File: config.mk
export PLATFORM = sky130hd
export DESIGN_NAME = aes_round_ctrl_flat
export DESIGN_NICKNAME = d
export VERILOG_FILES = /design/src/rtl/aes_round_ctrl_if.sv /design/src/rtl/aes_round_ctrl.sv /design/src/flat_wrapper.sv
export SDC_FILE = /design/constraint.sdc
export NUM_CORES = 1
export LEC_CHECK = 0
export CAP_MARGIN = 20
export CORE_ASPECT_RATIO = 1.25
export CORE_MARGIN = 1.5
export CORE_UTILIZATION = 40
export DETAILED_ROUTE_END_ITERATION = 8
export MAX_ROUTING_LAYER = met4
export PLACE_DENSITY = 0.79
export SYNTH_ARGS = -nofsm -noshare
export SYNTH_HDL_FRONTEND = slang
export SYNTH_SLANG_ARGS = --single-unit
export TNS_END_PERCENT = 30
File: constraint.sdc
create_clock -name clk -period 1.25 [get_ports clk]
set_input_delay 0.1875 -clock clk [delete_from_list [all_inputs] [get_ports clk]]
set_output_delay 0.1875 -clock clk [all_outputs]
set_load 0.01 [all_outputs]
File: src/rtl/aes_round_ctrl_if.sv
// Handshake and datapath-control bundle for the AES-128 round sequencer.
// slave = sequencer side, master = datapath/host side.
interface aes_round_ctrl_if;
  logic       start;
  logic       ready;
  logic       busy;
  logic       out_valid;
  logic       out_ready;
  logic       sel;
  logic       state_en;
  logic       key_en;
  logic       key_sel;
  logic [3:0] round;
  logic [7:0] rcon;
  logic       last_round;

  modport slave (
    input  start,
    input  out_ready,
    output ready,
    output busy,
    output out_valid,
    output sel,
    output state_en,
    output key_en,
    output key_sel,
    output round,
    output rcon,
    output last_round
  );

  modport master (
    output start,
    output out_ready,
    input  ready,
    input  busy,
    input  out_valid,
    input  sel,
    input  state_en,
    input  key_en,
    input  key_sel,
    input  round,
    input  rcon,
    input  last_round
  );
endinterface

File: src/rtl/aes_round_ctrl.sv
// Iterative AES-128 round sequencer: drives state/key muxes and enables,
// round counter and rcon; holds no 128-bit data itself.
module aes_round_ctrl #(
  parameter int NR = 10
) (
  input  logic           clk,
  input  logic           rst,
  aes_round_ctrl_if.slave io
);

  typedef enum logic [1:0] {
    IDLE,
    ROUND,
    DONE
  } state_t;

  localparam logic [3:0] LAST = 4'(NR);

  state_t     st;
  logic [3:0] rnd_q;
  logic [7:0] rc_q;
  logic       busy_q;
  logic       ov_q;
  logic       last_q;
  logic       accept;
  logic [3:0] rnd_nx;

  function automatic logic [7:0] xtime(input logic [7:0] b);
    xtime = {b[6:0], 1'b0} ^ (b[7] ? 8'h1b : 8'h00);
  endfunction

  assign io.ready = (st == IDLE) | ((st == DONE) & io.out_ready);
  assign accept   = io.start & io.ready;
  assign rnd_nx   = rnd_q + 4'd1;

  always_ff @(posedge clk or posedge rst) begin
    if (rst) begin
      st     <= IDLE;
      rnd_q  <= 4'd0;
      rc_q   <= 8'h00;
      busy_q <= 1'b0;
      ov_q   <= 1'b0;
      last_q <= 1'b0;
    end else begin
      unique case (st)
        IDLE, DONE: begin
          if (accept) begin
            st     <= ROUND;
            rnd_q  <= 4'd1;
            rc_q   <= 8'h01;
            busy_q <= 1'b1;
            ov_q   <= 1'b0;
            last_q <= (LAST == 4'd1);
          end else if (st == DONE && io.out_ready) begin
            st   <= IDLE;
            ov_q <= 1'b0;
          end
        end
        ROUND: begin
          if (rnd_q == LAST) begin
            st     <= DONE;
            rnd_q  <= 4'd0;
            rc_q   <= 8'h00;
            busy_q <= 1'b0;
            ov_q   <= 1'b1;
            last_q <= 1'b0;
          end else begin
            rnd_q  <= rnd_nx;
            rc_q   <= xtime(rc_q);
            last_q <= (rnd_nx == LAST);
          end
        end
        default: begin
          st     <= IDLE;
          rnd_q  <= 4'd0;
          rc_q   <= 8'h00;
          busy_q <= 1'b0;
          ov_q   <= 1'b0;
          last_q <= 1'b0;
        end
      endcase
    end
  end

  // Accept-cycle loads are combinational so a DONE->ROUND hop has no bubble.
  assign io.sel        = busy_q;
  assign io.key_sel    = busy_q;
  assign io.state_en   = accept | busy_q;
  assign io.key_en     = accept | busy_q;
  assign io.busy       = busy_q;
  assign io.out_valid  = ov_q;
  assign io.round      = rnd_q;
  assign io.rcon       = rc_q;
  assign io.last_round = last_q;

endmodule

File: src/flat_wrapper.sv
// flat-port wrapper written by rule: the top's interface ports become plain ports
module aes_round_ctrl_flat 
#(
  parameter int NR = 10
)
  (clk, rst, io_start, io_out_ready, io_ready, io_busy, io_out_valid, io_sel, io_state_en, io_key_en, io_key_sel, io_round, io_rcon, io_last_round);
  aes_round_ctrl_if io_i ();
  input  logic clk;
  input  logic rst;
  input wire logic [$bits(io_i.start)-1:0] io_start;
  input wire logic [$bits(io_i.out_ready)-1:0] io_out_ready;
  output wire logic [$bits(io_i.ready)-1:0] io_ready;
  output wire logic [$bits(io_i.busy)-1:0] io_busy;
  output wire logic [$bits(io_i.out_valid)-1:0] io_out_valid;
  output wire logic [$bits(io_i.sel)-1:0] io_sel;
  output wire logic [$bits(io_i.state_en)-1:0] io_state_en;
  output wire logic [$bits(io_i.key_en)-1:0] io_key_en;
  output wire logic [$bits(io_i.key_sel)-1:0] io_key_sel;
  output wire logic [$bits(io_i.round)-1:0] io_round;
  output wire logic [$bits(io_i.rcon)-1:0] io_rcon;
  output wire logic [$bits(io_i.last_round)-1:0] io_last_round;
  assign io_i.start = io_start;
  assign io_i.out_ready = io_out_ready;
  assign io_ready = io_i.ready;
  assign io_busy = io_i.busy;
  assign io_out_valid = io_i.out_valid;
  assign io_sel = io_i.sel;
  assign io_state_en = io_i.state_en;
  assign io_key_en = io_i.key_en;
  assign io_key_sel = io_i.key_sel;
  assign io_round = io_i.round;
  assign io_rcon = io_i.rcon;
  assign io_last_round = io_i.last_round;
  aes_round_ctrl #(.NR(NR)) u_core (.clk(clk), .rst(rst), .io(io_i));
endmodule
Yosys cells after proc, flatten, opt, wreduce, memory -nomap -nowiden
Index checks and enable logic that the tools add are counted.

Add/subtract/negate cells: 1. Equality and inequality tests: 7. Muxes and demuxes: 21. Bitwise gates (word level): 5. Reductions and logical operators: 5.

Operators by type and width (number): $mux W8 (2); $pmux W8 S2 (1); $eq A4 B4 Y1 const B (2); $mux W4 (2); $pmux W4 S2 (1); $xor A8 B8 Y8 (1); $mux W1 (7); $mux W2 (3); $pmux W1 S2 (3); $mux W5 (1); $add A4 B1 Y4 const B (1); $ne A2 B1 Y1 const B (2); $pmux W2 S2 (1); $reduce_and A2 Y1 (2); $ne A3 B1 Y1 const B (1); $and A1 B1 Y1 (2); $eq A2 B1 Y1 const B (1); $eq A2 B2 Y1 const B (1); $logic_not A2 Y1 (1); $or A1 B1 Y1 (2); $reduce_or A2 Y1 (1); $logic_and A1 B1 Y1 (1).

Bits in registers: 17. Input port bits: 4. Output and inout port bits: 20. Logic and storage cells: 45.

Longest topological paths before layout
Gate-level depths: netlist of run 1.

Depth in word-level cells: 6. Depth in mapped cells: 6. Mapped depth without buffers: 5.

Least setup slack after synthesis of run 1
Ideal clock, no wire load.

Path kind: register to register. Start point: reg u_core.rnd_q[0] (netlist: u_core.io.round[0]). End point: reg u_core.rc_q[1] (netlist: u_core.io.rcon[1]). Library setup time: 121 ps. Arrival time: 1269 ps. Data required time: 1129 ps. Setup slack: -140 ps. Cell stages (with the launch flop): 7. Buffers on the path: 1. Period minus slack after synthesis: 1390 ps. Cells stage by stage: dfrtp_1 > inv_1 > ha_1 > nand3b_4 > and2_4 > buf_6 > a22o_1.

Longest elaborated chain between the ends: 3.

RTL lines: from (decl) (line aes_round_ctrl.sv:20) `logic [3:0] rnd_q;`; from (signal assigned) (line aes_round_ctrl.sv:68) `rnd_q <= rnd_nx;`; $eq A4 B4 Y1 (line aes_round_ctrl.sv:60) `if (rnd_q == LAST) begin`; $mux W8 (line aes_round_ctrl.sv:60); $pmux W8 S2 (line aes_round_ctrl.sv:45) `unique case (st)`; to (signal assigned) (line aes_round_ctrl.sv:69) `rc_q <= xtime(rc_q);`; to (decl) (line aes_round_ctrl.sv:21) `logic [7:0] rc_q;`.

Every way passes these cells. A chain may end at the register's enable or synchronous reset.

Worst setup path in the final report of run 1
Start point: reg u_core.rnd_q[0] (netlist: u_core.io.round[0]). End point: reg u_core.rc_q[3] (netlist: u_core.io.rcon[3]).

Same word-level chain as after synthesis.

==> results.json, run 1 <==
{
  "final_max_slew_viol_count": 0,
  "cp_data_required_time_ns": 1.43,
  "syn_nets": 76,
  "path_cells": "inv_2, ha_4, nand3b_4, and2_4, a22o_1",
  "root_buffer": "clkbuf_4",
  "yosysWarningCount": 0,
  "clockBufferDepth": 2,
  "violations": "setup timing",
  "hold_path_class": "primary input to async pin",
  "grt_pass1_vias": 661,
  "setup_violations": 2,
  "synth_compound_area_share_pct": 19.81,
  "worst_pin_slew_ns": 0.1989,
  "ys_top_cells_by_count": "dfrtp_1, a22o_1, inv_1",
  "hold_viol": 0,
  "die_area_um2": 2284,
  "ant_nets": 0,
  "dieHeight_um": 53.07,
  "grt_max_degree": 17,
  "numCtsBuffers": 3,
  "placed_cells": 119,
  "final.setup.tns_ns": -0.005909,
  "clk_pin_slew_ns": 0.10,
  "finalClockSkew_ns": 0.005501,
  "critPathMaxFanout": 8,
  "setup_ws_ns": -0.004301,
  "slowest_delay_ns": 0.44,
  "io_pins": 24,
  "synth_area_leaders": "dfrtp_1, a22o_1, ha_1, xor2_1, a31oi_1",
  "mappedNetlistArea_um2": 802.0,
  "fmaxAchievable_mhz": 797.3,
  "cts.sinks": 16,
  "area_growth_pct": 49.30,
  "yosysSeqAreaShare_pct": 49.92,
  "antenna_found_initial": 0,
  "synth_xor_area_share_pct": 5.460,
  "rsz0062_at_grt": "true",
  "maxSlewHeadroom_pct": 86.74,
  "vdd_drop_max_mv": 1.126,
  "grt_pass1_wl_um": 2898,
  "finalPower_w": 0.002906,
  "crit_path_top_delay_cell": "dfrtp_2",
  "dr.pass1.iters": 4,
  "drv_cap": 0,
  "row_count": 17,
  "port_buffers": 23,
  "crit_path_end_kind": "flip-flop",
  "drt_iter0_markers": 13,
  "worst-path-buf-inv": 1,
  "fillCellCount": 140,
  "dp_hpwl_um": 1259,
  "ys_types": 25,
  "power_density_nw_per_um2": 2427,
  "initial_core_util_pct": 43.84,
  "synth-seq-cells": 16,
  "synth.top_cell.area_share_pct": 49.92,
  "critical_path_class": "flip-flop to flip-flop",
  "groute.usage.overall_pct": 17.63,
  "yosys.area_share.adder_pct": 4.680,
  "postSynthAreaPerCell_um2": 11.62,
  "drc_errors": 0,
  "synth_mux_area_share_pct": 0,
  "crit_family": "flip-flops",
  "drt_wl_total_um": 1829,
  "critical_path_arrival_ns": 1.43,
  "grt_remaining_overflow": 0,
  "wl_per_cell_um": 14.40,
  "status": "finished, violations left",
  "htree_num_levels": 1,
  "yosys.area_share.simple_pct": 11.23,
  "p_leak_nw": 0.6604,
  "timing.final.crit_share_pct": 100.3,
  "die_w_um": 43.05,
  "cts_tree": "built",
  "layout.cells.non_filler": 127,
  "period_needed_ns": 1.254,
  "num_antenna_cells": 0,
  "async_reset_ff_share_pct": 100.0,
  "core_um2": 1829,
  "yosys.area.top_type": "dfrtp_1",
  "synth-edff-count": 0,
  "routed_via_density": 5.307,
  "fin_nets": 116,
  "drive_above_1_share_pct": 36.11,
  "netlist_instances": 69,
  "gp_congestion": 0.8640,
  "insertion_delay_ns": 0.29,
  "dr_total_vias": 674,
  "yosysMostFrequentCell": "dfrtp_1",
  "crit_path_start_kind": "flip-flop",
  "reg2reg_slack_ns": -0.004,
  "synth_top_family_by_area": "compound AO/OA/AOI/OAI gates",
  "synthFlopType": "dfrtp_1"
}
repair_timing:
action / CTS / global route
hold buffers: 0 / 0
resized for setup: 36 / 6
pin swaps: 5 / 1
setup buffers: 4 / 1
setup endpoints to repair: 28 / 16
per-layer routing:
layer  wire (um)  track usage (%)
met1         771            20.09
met2         962            31.06
met3          71            2.389
met4          23            7.576
met5           0                -
cell usage in the layout, fill, tap and decap left out, drive strengths merged:
cell	n
and2	2
xor2	4
ha	3
o2bb2ai	3
nand2	3
dlygate4sd2	16
a21o	1
buf	22
clkbuf	4
clkdlybuf4s50	3
o22ai	2
nand4	1
nand2b	1
xnor2	1
o21ai	1
a21oi	2
inv	6
a22o	7
a31oi	5
nand3b	2
dfrtp	16
nand3	2
nor2b	1
registers in the layout, indices dropped and copies added, names as in the netlist:
signal                flops
u_core.io.busy            1
u_core.io.rcon            8
u_core.io.out_valid       1
u_core.io.round           4
u_core.io.last_round      1
u_core.st                 1
report_power, final:
group	total, W	switching [W]	internal, W
Clock	0.000344	0.000167	0.000177
Combinational	0.00167	0.000784	0.000882
Sequential	0.000895	0.000171	0.000724
kinds of logic after synthesis:
| family | count (synthesis) |
|---|---|
| buffers and inverters | 12 |
| flip-flops | 16 |
| adder cells (fa/ha/maj) | 3 |
| XOR/XNOR | 5 |
| AND/OR/NAND/NOR | 12 |
| AO/OA/AOI/OAI | 21 |
per-stage QoR:
stage / worst slack (ns) / instance area, um^2 / hold WS [ns] / utilization, %
2_1_floorplan: -0.07202 / 815.8 / 0.1012 / -
3_3_place_gp: -0.4012 / 1126 / 0.4761 / 61.56
3_5_place_dp: -0.4400 / 1126 / 0.4812 / 61.56
4_1_cts: -0.007981 / 1166 / 0.1991 / 63.75
5_1_grt: -0.04999 / 1197 / 0.2288 / 65.46
6_report: -0.004301 / 1197 / 0.1915 / 65.46
layout make-up:
| cell class | instances | area (um^2) | share of cell area (%) |
|---|---|---|---|
| Sequential cell | 16 | 402.9 | 33.65 |
| Multi-Input combinational cell | 41 | 370.4 | 30.93 |
| Inverter | 6 | 22.52 | 1.881 |
| Tap cell | 19 | 23.77 | 1.985 |
| Clock buffer | 4 | 36.28 | 3.030 |
| Timing Repair Buffer | 41 | 341.6 | 28.53 |
final timing paths:
kind	end	cells after the start	startpoint
max in group asynchronous	u_core.io.round[0]	3	rst
setup / recovery	u_core.io.rcon[3]	5	u_core.io.round[0]
min in group clk	u_core.io.last_round	1	u_core.io.last_round
hold reg to reg	u_core.io.last_round	1	u_core.io.last_round
hold / removal	u_core.io.busy	3	rst
setup reg to reg	u_core.io.rcon[3]	5	u_core.io.round[0]
worst register-to-register path: cells and delay by family, from the launching register on:
family / cells / cell delay [ns]
simple gates: 2 / 0.30
flops: 1 / 0.44
compound gates: 1 / 0.18
buf+inv: 1 / 0.08
fa+ha+maj: 1 / 0.13
Power figures use the tool's default switching activity.
==> run 2: changes to the inputs <==
Settings changed: CTS_CLUSTER_DIAMETER set to 50.
==> results of run 2 <==
Final layout, timing and power as in run 1 (identical DEF).
